<file path="src/rtl/fetch_pkg.sv">
// Shared types and constants for the instruction fetch front-end.
package fetch_pkg;

  // Fetch controller state: no request, request in flight, or in flight but discarded.
  typedef enum logic [1:0] {
    IDLE = 2'd0,
    REQ  = 2'd1,
    DROP = 2'd2
  } fetch_state_e;

  localparam logic [31:0] NOP_INSTR = 32'h0000_0000;
  localparam logic [31:0] PC_STEP   = 32'd4;

  // One buffered fetch result: the word and the address it came from.
  typedef struct packed {
    logic [31:0] pc;
    logic [31:0] instr;
  } fetch_entry_t;

  // Force a PC onto a word boundary.
  function automatic logic [31:0] align_pc(input logic [31:0] pc);
    return {pc[31:2], 2'b00};
  endfunction

endpackage

</file>
<file path="src/rtl/fetch_fifo.sv">
// Small synchronous FIFO of {pc, instr} entries with a flush input.
// Clear wins over push and pop; the storage array itself is never reset
// because its contents are only observed through a non-empty head.
module fetch_fifo
  import fetch_pkg::*;
#(
  parameter int DEPTH = 4
) (
  input  logic                         clk,
  input  logic                         rst_n,
  input  logic                         clear,
  input  logic                         push,
  input  logic                         pop,
  input  fetch_entry_t                 wdata,
  output fetch_entry_t                 rdata,
  output logic [$clog2(DEPTH+1)-1:0]   count,
  output logic                         empty,
  output logic                         full
);

  localparam int PW = $clog2(DEPTH);
  localparam int CW = $clog2(DEPTH + 1);

  fetch_entry_t  mem [DEPTH];
  logic [PW-1:0] wr_ptr_reg;
  logic [PW-1:0] rd_ptr_reg;
  logic [CW-1:0] count_reg;
  logic          do_push;
  logic          do_pop;

  assign empty   = (count_reg == '0);
  assign full    = (count_reg == CW'(DEPTH));
  assign do_pop  = pop & ~empty;
  assign do_push = push & (~full | do_pop);
  assign count   = count_reg;
  assign rdata   = mem[rd_ptr_reg];

  // Pointer and occupancy bookkeeping; pointers wrap naturally since DEPTH is a power of two.
  always_ff @(posedge clk or negedge rst_n) begin
    if (!rst_n) begin
      wr_ptr_reg <= '0;
      rd_ptr_reg <= '0;
      count_reg  <= '0;
    end else if (clear) begin
      wr_ptr_reg <= '0;
      rd_ptr_reg <= '0;
      count_reg  <= '0;
    end else begin
      if (do_push) wr_ptr_reg <= wr_ptr_reg + PW'(1);
      if (do_pop)  rd_ptr_reg <= rd_ptr_reg + PW'(1);
      count_reg <= count_reg + CW'(do_push) - CW'(do_pop);
    end
  end

  // Entry storage write port.
  always_ff @(posedge clk) begin
    if (do_push && !clear) mem[wr_ptr_reg] <= wdata;
  end

endmodule

</file>
<file path="src/rtl/inst_fetch_queue.sv">
// Instruction fetch front-end: issues one sequential word request at a time
// to a handshaked memory, buffers {pc, instr} results and hands them to the
// IF stage. A taken-branch redirect flushes the buffer and restarts fetch;
// a request already on the bus is never retracted, its response is dropped.
module inst_fetch_queue
  import fetch_pkg::*;
#(
  parameter int          DEPTH    = 4,
  parameter logic [31:0] RESET_PC = 32'h0000_0000
) (
  input  logic        clk_i,
  input  logic        rst_i,
  output logic        mem_req_o,
  output logic [31:0] mem_addr_o,
  input  logic        mem_ack_i,
  input  logic [31:0] mem_data_i,
  output logic        instr_valid_o,
  output logic [31:0] instr_o,
  output logic [31:0] pc_o,
  input  logic        instr_ready_i,
  input  logic        redirect_i,
  input  logic [31:0] redirect_pc_i
);

  localparam int CW = $clog2(DEPTH + 1);

  fetch_state_e  state_reg;
  fetch_state_e  state_next;
  logic [31:0]   fetch_pc_reg;
  logic [31:0]   fetch_pc_next;
  logic [31:0]   req_addr_reg;
  logic [31:0]   req_addr_next;
  logic [31:0]   target;
  logic [CW-1:0] count;
  logic [CW-1:0] count_next;
  logic          push;
  logic          pop;
  logic          credit;
  logic          empty;
  logic          full;
  fetch_entry_t  head;
  fetch_entry_t  wr_entry;

  assign target   = align_pc(redirect_pc_i);
  assign pop      = ~empty & instr_ready_i & ~redirect_i;
  assign push     = (state_reg == REQ) & mem_ack_i & ~redirect_i;
  assign wr_entry = {req_addr_reg, mem_data_i};

  // A new request may only go out if its response is guaranteed a slot.
  // A full queue without a pop never has room, whatever count_next says.
  assign count_next = count + CW'(push) - CW'(pop);
  assign credit     = (count_next < CW'(DEPTH)) & ~(full & ~pop);

  fetch_fifo #(
    .DEPTH (DEPTH)
  ) u_fifo (
    .clk   (clk_i),
    .rst_n (rst_i),
    .clear (redirect_i),
    .push  (push),
    .pop   (pop),
    .wdata (wr_entry),
    .rdata (head),
    .count (count),
    .empty (empty),
    .full  (full)
  );

  // Fetch state, next fetch address and in-flight address registers.
  always_ff @(posedge clk_i or negedge rst_i) begin
    if (!rst_i) begin
      state_reg    <= IDLE;
      fetch_pc_reg <= RESET_PC;
      req_addr_reg <= '0;
    end else begin
      state_reg    <= state_next;
      fetch_pc_reg <= fetch_pc_next;
      req_addr_reg <= req_addr_next;
    end
  end

  // Next-state logic; a redirect overrides everything else.
  always_comb begin
    state_next    = state_reg;
    fetch_pc_next = fetch_pc_reg;
    req_addr_next = req_addr_reg;
    if (redirect_i) begin
      if (state_reg == IDLE || mem_ack_i) begin
        state_next    = REQ;
        req_addr_next = target;
        fetch_pc_next = target + PC_STEP;
      end else begin
        // Old request still pending: wait for its ack, then fetch the target.
        state_next    = DROP;
        fetch_pc_next = target;
      end
    end else begin
      case (state_reg)
        IDLE: begin
          if (credit) begin
            state_next    = REQ;
            req_addr_next = fetch_pc_reg;
            fetch_pc_next = fetch_pc_reg + PC_STEP;
          end
        end
        REQ: begin
          if (mem_ack_i) begin
            if (credit) begin
              req_addr_next = fetch_pc_reg;
              fetch_pc_next = fetch_pc_reg + PC_STEP;
            end else begin
              state_next = IDLE;
            end
          end
        end
        DROP: begin
          if (mem_ack_i) begin
            state_next    = REQ;
            req_addr_next = fetch_pc_reg;
            fetch_pc_next = fetch_pc_reg + PC_STEP;
          end
        end
        default: state_next = IDLE;
      endcase
    end
  end

  assign mem_req_o     = (state_reg != IDLE);
  assign mem_addr_o    = req_addr_reg;
  assign instr_valid_o = ~empty;
  assign instr_o       = instr_valid_o ? head.instr : NOP_INSTR;
  assign pc_o          = instr_valid_o ? head.pc : 32'h0000_0000;

endmodule

</file>
<file path="config.mk">
export PLATFORM = sky130hd
export DESIGN_NAME = inst_fetch_queue
export DESIGN_NICKNAME = d
export VERILOG_FILES = /design/src/rtl/fetch_pkg.sv /design/src/rtl/fetch_fifo.sv /design/src/rtl/inst_fetch_queue.sv
export SDC_FILE = /design/constraint.sdc
export NUM_CORES = 1
export LEC_CHECK = 0
export CAP_MARGIN = 20
export CORE_MARGIN = 2
export CORE_UTILIZATION = 51
export DETAILED_ROUTE_END_ITERATION = 6
export GPL_TIMING_DRIVEN = 0
export PLACE_DENSITY_LB_ADDON = 0.15
export REMOVE_ABC_BUFFERS = 1
export SKIP_CTS_REPAIR_TIMING = 1
export SYNTH_ARGS = -nofsm -noshare
export SYNTH_HDL_FRONTEND = slang
export SYNTH_HIERARCHICAL = 1
export SYNTH_SLANG_ARGS = --single-unit
</file>
<file path="constraint.sdc">
create_clock -name clk_i -period 3.2 [get_ports clk_i]
set_input_delay 0.32 -clock clk_i [delete_from_list [all_inputs] [get_ports clk_i]]
set_output_delay 0.32 -clock clk_i [all_outputs]
set_load 0.005 [all_outputs]
</file>
==> run metrics <==
status=finished clean; Setup-failing EPs final=0; WP data required=3600 ps; Final Util=64.86%; max_cap viols=0; synthesis-to-layout area growth=25.15%; DR WL/cell=approximately 21 microns; vias in the first global route=roughly 8.6k; Post-synth top flop=edfxtp_1; Yosys cell types=58; Clock Skew=approximately 18 ps; ant diodes=0; CP cell instances=nor3_4 -> or3b_4 -> inv_2 -> ha_1 -> inv_1 -> ha_1 -> and3b_2 -> nor3_4 -> o31ai_4 -> buf_6 -> o21ai_4 -> buf_6 -> mux2_2; Avg Cell Area, Syn=15.74 sq um; max incr delay on CP=approximately 410 ps; Logic pwr share=16.1%; PwrDens=606.8 nW/um^2; hold_ws=295.2 ps; All-Layer GR Usage=21.24%; Ports=167; Post-synth top cells=edfxtp_1 (256), dfrtp_1 (70), nor2b_1 (66); total gr overflow=0; number of flops mapped to enable cells by yosys=256; top post-synthesis cells by area=edfxtp_1 (53%), dfrtp_1 (12%), mux4_2 (10%); DR pass1 iterations=5; CTS clk-pin slew, worst paths=60 ps; Syn. warnings=6; Worst-Skew Late Latency=520 ps; Final Wtd Congestion=0.8359; Synth Instances=917; unrepaired setup endpoints after global routing=true; CTS sink count=326; final wirelength=31.97 mm; critical path class=flop to flop; critical path startpoint=u_fifo/count[0]; CTS tree=built; Synth top area share=between 50 and 60%; final hold violation count=0; Async SR Flop Fraction=21.47%; CTS Root Buffer Type=clkbuf_16; final instance area=18070 sq um; Seq/Total Area, Yosys=65.38%; die height=172.2 microns; via total after detailed routing=about 8.7k; Final #Nets=1184; clock share of power=36.8%; Via density=5.775; clock period minus final worst setup slack=3141 ps; Slew headroom=38.19%; most frequent cell after synthesis=edfxtp_1; final worst path period share=98.15%; Site Rows=around 60; DP Area=16630 sq um; Starting DRT DRC Count=731; Num CTS Buffers=36; worst endpoint data arrival time=3540 ps; layout cells sized above 1=21.40%; Flop pwr share=between 40% and 50%; Peak Freq=about 320 MHz; DIE AREA=29670 sq um; NetSw=2.666 mW; antenna-violating nets left=0; crit end category=flop; DRC violations left=0; PortBufs=164; Largest register FFs=~260; Crit-path slowest cell=dfrtp_2; Placeable Area=27860 sq um; Die Width=172.2 microns; first-pass GRT wire length=47.95 mm; initial antenna violation count=0; H-tree Lvls=2; worst hold-check path type=input port to asynchronous set/reset pin; Worst-Margin Slew=926.1 ps; Synth Register Bits=326; peak supply drop=0.0004706 V; RR Startpoint=u_fifo/count[0]; count of pins over their slew limit=0; HPWL after DPL=19.87 mm; sw frac=around 24%; Internal=between 8 and 9 mW; Synth area leader=edfxtp_1; Bufs on Longest Clock Path=3; Post-Syn Area=14440 sq um; Critical Path Source Type=flop; largest net degree at the start of global routing=40; P_leak=around 6 nW; Max Fanout on Critical Path=9; Fillers=around 2k; Initial Util=between 50 and 60%
## worst max-delay path: cells and delay by family (launching register included)
family | cells | cell delay (ps)
flip-flops | 1 | 410
multiplexers | 1 | 340
adder cells (fa/ha/maj) | 2 | 400
AO/OA/AOI/OAI | 2 | 420
buffers and inverters | 4 | 480
AND/OR/NAND/NOR | 4 | 970
## per-stage QoR
| step | power (mW) | worst slack [ps] | std cells | setup TNS, ps |
|---|---|---|---|---|
| 4_1_cts | 10.95 | -895.2 | 1485 | -45080 |
| 3_5_place_dp | 6.886 | -870.0 | 1421 | -42660 |
| 3_3_place_gp | 6.807 | -10300 | 1402 | -3037360 |
| 2_1_floorplan | 5.875 | -4383 | 860 | -1064520 |
| 5_1_grt | 11.42 | -62.88 | 1509 | -1047 |
| 6_report | 10.96 | 59.34 | 1509 | 0 |
## worst paths after layout
kind                            cells after the start  slack (ps)                 to
max in group asynchronous                           3        2310    u_fifo/count[2]
worst max register to register                     13          60     mem_addr_o[14]
worst max-delay path                               13          60     mem_addr_o[14]
worst min register to register                      0         550  u_fifo/mem[3][40]
min in group clk_i                                  2         390    u_fifo/count[1]
worst min-delay path                                2         300     mem_addr_o[18]
## power by group through the flow
stage	logic, mW	clock network, mW	registers, mW
global route	1.90	4.30	5.22
global placement	1.55	0	5.26
finish	1.76	4.03	5.17
CTS	1.63	4.14	5.18
detailed placement	1.62	0	5.26
floorplan	0.686	0	5.19
## logic make-up after synthesis
group	count (synthesis)	synth area share [%]
adders and majority gates	10	0.9187
xor gates and xnor gates	21	1.274
muxes	126	14.79
DFF	326	65.38
buffers and inverters	73	2.470
and+or+nand+nor	279	11.15
AOI/OAI and AO/OA	82	4.013
## cell type report
class / count / area (sq um) / share of cell area [%]
well taps: 378 / 473.0 / 2.618
clock buffers: 43 / 937.1 / 5.187
flip-flops and latches: 326 / 9452 / 52.31
multi-input cells: 519 / 4737 / 26.22
repair buffers: 206 / 2186 / 12.10
clock inverters: 21 / 222.7 / 1.233
inverters: 16 / 60.06 / 0.3324
## cells in the final DEF, fill, tap and decap left out, drive strengths merged, types with 3 or more instances in the layout
master / count
and2: 12
xor2: 12
a31oi: 18
ha: 9
or3: 16
bufinv: 4
and3: 6
nor3: 17
o31ai: 4
o311ai: 3
or4: 6
o211ai: 7
nor3b: 5
xnor2: 9
nor4: 18
nor2b: 67
clkinv: 13
clkbuf: 44
buf: 42
mux4: 64
inv: 17
or2: 4
o21ai: 21
o31a: 13
and4: 7
clkdlybuf4s50: 162
dfrtp: 70
clkinvlp: 3
mux2: 55
nand2b: 4
nand4: 21
nand3: 24
edfxtp: 256
mux2i: 7
nand2: 32
nor2: 31
## per-layer routing
| layer | up-vias | track usage, % | wire length (microns) |
|---|---|---|---|
| li1 | 3982 | - | - |
| met1 | 4367 | 28.96 | 13530 |
| met2 | 305 | 35.18 | 15640 |
| met3 | 60 | 4.395 | 2121 |
| met4 | 0 | 5.590 | 675 |
| met5 | - | 0 | 0 |
(Power assumes the default switching activity.)
